<file path="src/rtl/ocp_arb2_pkg.sv">
// Shared OCP command/response encodings and helpers for the two-master arbiter.
package ocp_arb2_pkg;

  localparam logic [2:0] OCP_CMD_IDLE  = 3'd0;
  localparam logic [2:0] OCP_CMD_WRITE = 3'd1;
  localparam logic [2:0] OCP_CMD_READ  = 3'd2;

  localparam logic [1:0] OCP_RESP_NULL = 2'd0;
  localparam logic [1:0] OCP_RESP_DVA  = 2'd1;
  localparam logic [1:0] OCP_RESP_FAIL = 2'd2;
  localparam logic [1:0] OCP_RESP_ERR  = 2'd3;

  localparam int NUM_MST = 2;

  // Only plain reads and writes are arbitrated; anything else is never granted.
  function automatic logic is_req(input logic [2:0] cmd);
    return (cmd == OCP_CMD_READ) || (cmd == OCP_CMD_WRITE);
  endfunction

endpackage

</file>
<file path="src/rtl/ocp_arb2_rr.sv">
// Two-way round-robin winner select with a registered last-grant pointer.
module ocp_rr_arb2 (
  input  logic       clk,
  input  logic       rst,
  input  logic [1:0] req,
  input  logic       grant_en,
  output logic       winner,
  output logic       any_req
);

  logic last;

  // On a tie the master that did not win last time goes first.
  always_comb begin
    any_req = |req;
    if (&req) winner = ~last;
    else      winner = req[1];
  end

  always_ff @(posedge clk) begin
    if (rst)                      last <= 1'b1;
    else if (grant_en && any_req) last <= winner;
  end

endmodule

</file>
<file path="src/rtl/ocp_arb2.sv">
// Two-master OCP arbiter: round-robin command grant, read response routing
// back to the issuing master, and an ERR response if the slave hangs.
module ocp_arb2
  import ocp_arb2_pkg::*;
#(
  parameter int ADDR_WIDTH   = 32,
  parameter int DATA_WIDTH   = 32,
  parameter int BEN_WIDTH    = 4,
  parameter int RESP_TIMEOUT = 1024
) (
  input  logic                  clk,
  input  logic                  rst,
  input  logic [ADDR_WIDTH-1:0] m0_MAddr,
  input  logic [2:0]            m0_MCmd,
  input  logic [DATA_WIDTH-1:0] m0_MData,
  input  logic [BEN_WIDTH-1:0]  m0_MByteEn,
  output logic                  m0_SCmdAccept,
  output logic [DATA_WIDTH-1:0] m0_SData,
  output logic [1:0]            m0_SResp,
  input  logic [ADDR_WIDTH-1:0] m1_MAddr,
  input  logic [2:0]            m1_MCmd,
  input  logic [DATA_WIDTH-1:0] m1_MData,
  input  logic [BEN_WIDTH-1:0]  m1_MByteEn,
  output logic                  m1_SCmdAccept,
  output logic [DATA_WIDTH-1:0] m1_SData,
  output logic [1:0]            m1_SResp,
  output logic [ADDR_WIDTH-1:0] s_MAddr,
  output logic [2:0]            s_MCmd,
  output logic [DATA_WIDTH-1:0] s_MData,
  output logic [BEN_WIDTH-1:0]  s_MByteEn,
  input  logic                  s_SCmdAccept,
  input  logic [DATA_WIDTH-1:0] s_SData,
  input  logic [1:0]            s_SResp
);

  typedef enum logic [1:0] {S_IDLE = 2'd0, S_CMD = 2'd1, S_RESP = 2'd2} state_t;

  localparam int CNT_W = $clog2(RESP_TIMEOUT);

  logic [NUM_MST-1:0][ADDR_WIDTH-1:0] m_addr;
  logic [NUM_MST-1:0][2:0]            m_cmd;
  logic [NUM_MST-1:0][DATA_WIDTH-1:0] m_data;
  logic [NUM_MST-1:0][BEN_WIDTH-1:0]  m_ben;
  logic [NUM_MST-1:0]                 req;
  logic [NUM_MST-1:0]                 acc;
  logic [NUM_MST-1:0][1:0]            resp;
  logic [NUM_MST-1:0][DATA_WIDTH-1:0] rdata;

  state_t           state, state_nxt;
  logic             owner;
  logic             winner, any_req;
  logic [CNT_W-1:0] cnt;
  logic             timeout;

  assign m_addr = {m1_MAddr, m0_MAddr};
  assign m_cmd  = {m1_MCmd, m0_MCmd};
  assign m_data = {m1_MData, m0_MData};
  assign m_ben  = {m1_MByteEn, m0_MByteEn};

  for (genvar i = 0; i < NUM_MST; i++) begin : g_req
    assign req[i] = is_req(m_cmd[i]);
  end

  ocp_rr_arb2 u_rr (
    .clk      (clk),
    .rst      (rst),
    .req      (req),
    .grant_en (state == S_IDLE),
    .winner   (winner),
    .any_req  (any_req)
  );

  assign timeout = (cnt == CNT_W'(RESP_TIMEOUT - 1));

  always_ff @(posedge clk) begin
    if (rst) begin
      state <= S_IDLE;
      owner <= 1'b0;
      cnt   <= '0;
    end else begin
      state <= state_nxt;
      if (state == S_IDLE && any_req) owner <= winner;
      if (state == S_CMD)
        cnt <= '0;
      else if (state == S_RESP && s_SResp == OCP_RESP_NULL && !timeout)
        cnt <= cnt + CNT_W'(1);
    end
  end

  always_comb begin
    state_nxt = state;
    s_MCmd    = OCP_CMD_IDLE;
    s_MAddr   = '0;
    s_MData   = '0;
    s_MByteEn = '0;
    acc       = '0;
    resp      = '0;
    rdata     = '0;
    case (state)
      S_IDLE: if (any_req) state_nxt = S_CMD;
      S_CMD: begin
        s_MCmd     = m_cmd[owner];
        s_MAddr    = m_addr[owner];
        s_MData    = m_data[owner];
        s_MByteEn  = m_ben[owner];
        acc[owner] = s_SCmdAccept;
        // Writes are posted: only a read waits for a response.
        if (s_SCmdAccept)
          state_nxt = (m_cmd[owner] == OCP_CMD_READ) ? S_RESP : S_IDLE;
      end
      S_RESP: begin
        resp[owner]  = s_SResp;
        rdata[owner] = s_SData;
        if (s_SResp != OCP_RESP_NULL) begin
          state_nxt = S_IDLE;
        end else if (timeout) begin
          resp[owner]  = OCP_RESP_ERR;
          rdata[owner] = '0;
          state_nxt    = S_IDLE;
        end
      end
      default: state_nxt = S_IDLE;
    endcase
  end

  assign m0_SCmdAccept = acc[0];
  assign m1_SCmdAccept = acc[1];
  assign m0_SResp      = resp[0];
  assign m1_SResp      = resp[1];
  assign m0_SData      = rdata[0];
  assign m1_SData      = rdata[1];

endmodule
</file>
<file path="config.mk">
export PLATFORM = sky130hd
export DESIGN_NAME = ocp_arb2
export DESIGN_NICKNAME = d
export VERILOG_FILES = /design/src/rtl/ocp_arb2_pkg.sv /design/src/rtl/ocp_arb2_rr.sv /design/src/rtl/ocp_arb2.sv
export SDC_FILE = /design/constraint.sdc
export NUM_CORES = 1
export LEC_CHECK = 0
export ABC_AREA = 1
export CORE_AREA = 2 2 123 125
export CTS_CLUSTER_DIAMETER = 80
export DETAILED_ROUTE_END_ITERATION = 10
export DIE_AREA = 0 0 125 127
export PLACE_DENSITY_LB_ADDON = 0.15
export SLEW_MARGIN = 20
export SYNTH_ARGS = -nofsm -noshare
export SYNTH_HDL_FRONTEND = slang
export SYNTH_SLANG_ARGS = --single-unit
</file>
<file path="constraint.sdc">
create_clock -name clk -period 2.1 [get_ports clk]
set_input_delay 0.42 -clock clk [delete_from_list [all_inputs] [get_ports clk]]
set_output_delay 0.42 -clock clk [all_outputs]
set_load 0.005 [all_outputs]
</file>
Word-level counts from Yosys, hierarchy flattened
Cells that the tools add are included.

Memories: 0. Bits in registers: 14. Bits of input ports: 179. Bits in latches: 0. ROM bits: 0. Memory bits (writable): 0. Output and inout port bits: 141. Logic and storage cells: 71.

Shifts and indexed selects: 0. Mux-type cells: 32. Divide/modulo/power cells: 0. Multiply operators: 0. Bitwise logic cells: 7. Equal/unequal tests: 11. Reduce and logical (&&, ||, !) cells: 14. $lt $le $gt $ge: 2. Add/sub/neg operators: 1.

Operators by type and width (number): $mux 32 (7); $mux 64 (3); $and 64x64->64 (2); $not 64->64 (1); $demux 32 s1 (1); $mux 4 (6); $mux 2 (7); $add 10x1->10 const B (1); $eq 10x10->1 const B (1); $eq 3x2->1 const B (3); $mux 3 (3); $eq 3x1->1 const B (2); $pmux 2 s3 (1); $and 4x4->4 (1); $logic_and 1x1->1 (4); $logic_not 2->1 (2); $ne 2x2->1 const B (2); $or 4x4->4 (1); $reduce_or 2->1 (2); $ne 3x2->1 const B (1); $reduce_and 3->1 (1); $and 2x2->2 (1); $demux 2 s1 (1); $eq 2x1->1 const B (1); 10 further kinds (12).

Logic depth before layout (Yosys ltp)
Word-level depth: 9. Depth in mapped cells: 9. Depth with buffers taken out: 9.

By module
From an unflattened synthesis, not the netlist that was laid out.

Cell total of the unflattened synthesis: 486. Area total of the unflattened synthesis: 2732.6 µm².

Modules (own cells, without submodules): ocp_arb2 (cells an instance 477, instances 1, area an instance 2672.6 µm²); ocp_rr_arb2 (cells an instance 9, instances 1, area an instance 60.1 µm²).

Least setup slack after synthesis
OpenSTA, ideal clock, no wires.

Path kind: register to output. Start: register cnt[0]. End: output port m0_SData[10]. Data arrival time: 1.345 ns. Setup slack: 0.335 ns. Buffers on the path: 1. Stages on the path, launching flop included: 8. Cell sequence: dfxtp_1 ha_1 nand3_2 nor2_2 nand3_2 nor2_8 buf_4 nor3_1.

Word-level cells in the longest chain between the ends: 4.

Ends and longest elaborated chain: from (decl) (line ocp_arb2.sv:52) `logic [CNT_W-1:0] cnt;`; from (signal assigned) (line ocp_arb2.sv:86) `cnt <= cnt + CNT_W'(1);`; $eq 10x10->1 (line ocp_arb2.sv:73) `assign timeout = (cnt == CNT_W'(RESP_TIMEOUT - 1));`; $mux 64 (line ocp_arb2.sv:116) `end else if (timeout) begin`; $mux 64 (line ocp_arb2.sv:114) `if (s_SResp != OCP_RESP_NULL) begin`; $mux 64 (line ocp_arb2.sv:99) `case (state)`; to (decl) (line ocp_arb2.sv:18) `output logic [DATA_WIDTH-1:0] m0_SData,`.

Every way passes these cells.

Final worst setup path
Start: register cnt[0]. End: output port m1_SData[8].

Word-level cells in the longest chain between the ends: 4.

Ends and longest elaborated chain: $eq 10x10->1 (line ocp_arb2.sv:73); $mux 64 (line ocp_arb2.sv:116); $mux 64 (line ocp_arb2.sv:114); $mux 64 (line ocp_arb2.sv:99); to (decl) (line ocp_arb2.sv:25) `output logic [DATA_WIDTH-1:0] m1_SData,`.

Every way passes these cells.

==> results.py <==
metrics = {
    "run_status": {
        "outcome": "finished with violations",
        "failed_checks": "negative setup slack",
    },
    "finish": {
        "fillerInstances": 1445,
        "final_cell_count_no_fill": 1052,
        "multi_input_area_um2": 2020,
        "regArea_um2": 288,
        "post-route-util": 0.472,
        "diodes": 0,
        "syn_to_final_growth_pct": 188,
        "num-nets-final": 1049,
        "drive_above_1_share": 0.262,
    },
    "logic_synthesis": {
        "synth_nets": 666,
        "synthTopCellsByArea": "nand2_1 30%, a21oi_1 18%, nor3_1 14%, dfxtp_1 12%, inv_1 8.7%",
        "synthMuxAreaShare": 0,
        "syn_area_per_cell_um2": 4.87,
        "synth.most_common_cell": "nand2_1",
        "seq_area_frac_synth": 0.119,
        "synth-xor-area-share": 0.0111,
        "synthAdderAreaFrac": 0.00529,
        "yosysWarnings": 0,
        "ys_async_sr_fraction": 0,
        "yosysTopAreaCell": "nand2_1",
        "ys_ff_latch": 14,
        "synth_edf_count": 0,
        "synth_cells": 486,
        "synth-compound-area-share": 0.193,
        "synth-simple-area-share": 0.513,
        "synth_top_family_by_area": "simple AND/OR/NAND/NOR gates",
        "ys.flop_type": "dfxtp_1",
        "netlist.area_leader.share": 0.295,
        "netlist_area_um2": 2360,
        "synthTopCellsByCount": "186 x nand2_1, 85 x a21oi_1, 67 x nor3_1",
        "ys_types": 24,
    },
    "flow_run": {
        "max_cap_viol_count": 0,
    },
    "power_and_ir_drop": {
        "p_per_area_nw_per_um2": 301,
        "vdd_ir_drop_max_uv": 335,
        "power.leakage_nw": 3.70,
    },
    "timing": {
        "fmax_mhz": 445,
        "slew_violations": 0,
        "rsz0062_at_grt": "yes",
        "setup_slack_ns": -0.149,
        "finalClockSkew_ns": 0.00518,
        "slew_headroom": 0.742,
        "fin_crit_ns": 2.25,
        "worst_slew_pin_slew_ns": 0.387,
        "finalHoldViolCount": 0,
        "fin_crit_sh": 1.07,
        "finalSetupViolCount": 56,
    },
    "grt": {
        "grt_max_degree": 42,
        "overflow": 0,
        "grt.total_usage": 0.195,
        "grt_pass1_wl_um": 25100,
        "grt_pass1_vias": 4722,
        "antenna_found_initial": 0,
    },
    "critical_path": {
        "cp.arrival_ns": 1.83,
        "cpLargestDelayFamily": "buffers and inverters",
        "critPathRequiredTime_ns": 1.68,
        "path_max_fanout": 6,
        "max_stage_delay_ns": 0.35,
        "critPathCaptureType": "output pin",
        "crit_slowest_cell": "dfxtp_2",
        "start_kind": "register",
        "critPathBufInv": 4,
        "critPathKind": "reg2out",
        "path_cells": "ha_4 > nand3_4 > nor2_4 > nand3_4 > buf_6 > nor2_4 > buf_6 > buf_4 > nor3_2 > buf_2",
    },
    "place": {
        "port_buffers": 319,
        "place_inst": 986,
        "gp_congestion": 0.851,
        "dpl.hpwl_um": 11400,
    },
    "clock_tree": {
        "root_buffer": "clkbuf_16",
        "clk_latency_ns": 0.24,
        "cts_tree": "done",
        "cts_buffers": 3,
        "clk_pin_slew_ns": 0.05,
        "ctsHtreeMaxLevel": 1,
        "cts.sinks": 14,
        "clock_path_buffers": 2,
    },
    "drt": {
        "ant_nets": 0,
        "dr_total_vias": 4723,
        "drt_iter0_markers": 109,
        "drc_errors": 0,
        "vias_per_cell": 4.49,
        "finalWirelength_um": 17100,
        "dr.pass1.iters": 4,
        "routedWlPerCell_um": 16.3,
    },
    "die": {
        "core_area_um2": 14400,
        "dieWidth_um": 125,
        "io_pins": 320,
        "row_count": 44,
        "initial_utilization": 0.164,
        "chipHeight_um": 127,
        "dieArea_um2": 15900,
    },
    "min_path": {
        "hp-class": "reg2reg",
    },
}
timing repair:
action                     in CTS  in global routing
pin swaps                       9                 10
gates cloned                   11                  2
hold buffers                    0                  0
gates resized for setup       315                117
setup buffers                  44                 10
setup endpoints to repair     140                101
logic make-up (layout without fill, tap and decap cells):
logic type,after synthesis,in the layout
xor gates and xnor gates,3,3
adders and majority gates,1,1
buffers and inverters,92,470
and+or+nand+nor,285,289
AOI/OAI and AO/OA,91,91
DFF,14,14
power breakdown:
part | switching, mW | internal (mW) | total (mW)
Sequential | 0.0151 | 0.279 | 0.294
Clock | 0.112 | 0.289 | 0.401
Combinational | 0.597 | 0.759 | 1.36
layout make-up:
type	count	area share
timing repair buffer	410	0.582
multi-input combinational	384	0.297
sequential	14	0.0423
tap	184	0.0338
inverter	56	0.0320
clock buffer	4	0.0130
per-stage QoR:
| stage | instance area (µm²) | setup slack, ns | hold WS, ns | TNS, ns | total power, mW |
|---|---|---|---|---|---|
| after detailed placement | 5950 | -0.658 | 0.447 | -37.76 | 1.57 |
| after floorplan | 2360 | 0.335 | 0.426 | 0 | 0.711 |
| after global placement | 5950 | -0.635 | 0.444 | -35.98 | 1.56 |
| after CTS | 6590 | -0.211 | 0.457 | -7.67 | 2.01 |
| final | 6810 | -0.149 | 0.458 | -4.34 | 2.05 |
| after global routing | 6810 | -0.223 | 0.508 | -9.44 | 2.18 |
placed cells by master (no fill, tap or decap), types with 3 or more instances in the layout:
master / n
nor2_4: 5
clkbuf_16: 5
nand2_1: 185
clkbuf_2: 21
a21oi_1: 81
dlymetal6s2s_1: 31
clkdlybuf4s15_2: 3
dfxtp_2: 3
buf_16: 4
nand3_1: 6
clkdlybuf4s50_1: 178
nand4_1: 3
a21oi_2: 4
nor3_1: 27
inv_1: 54
dfxtp_1: 10
nor2_1: 14
buf_2: 45
buf_4: 41
dlygate4sd2_1: 41
buf_6: 34
o21ai_0: 5
nor3_2: 38
buf_12: 7
registers in the layout, summed over array words and instances, names as in the netlist:
| register | flops |
|---|---|
| owner | 1 |
| state | 2 |
| u_rr.last | 1 |
| cnt | 10 |
path summary, 6_finish.rpt:
kind | cells past startpoint | slack [ns] | from | end
worst max register to register | 11 | 0.46 | cnt[0]$_SDFFE_PP0P_ | cnt[7]$_SDFFE_PP0P_
worst max-delay path | 10 | -0.15 | cnt[0]$_SDFFE_PP0P_ | m1_SData[8]
worst min register to register | 2 | 0.46 | u_rr.last$_SDFFE_PP1P_ | u_rr.last$_SDFFE_PP1P_
worst min-delay path | 2 | 0.46 | u_rr.last$_SDFFE_PP1P_ | u_rr.last$_SDFFE_PP1P_
worst reg2reg max path: stages (launching register included):
cell and delay [ns]:
dfxtp_2 0.35, ha_4 0.16, nand3_4 0.10, nor2_4 0.12, buf_4 0.11, nand2_1 0.06
buf_4 0.13, nand2_2 0.12, inv_1 0.16, nand2_1 0.09, nand2_1 0.05, a21oi_1 0.11
layer usage:
metal  share of wire  GRT usage  vias to the layer above
met5               0          0                        -
met1            0.36      0.195                     2124
li1                -          -                     2323
met2            0.52      0.388                      243
met3           0.083     0.0503                       33
met4           0.036     0.0712                        0
Note: power is estimated with default switching activity, not from simulation.
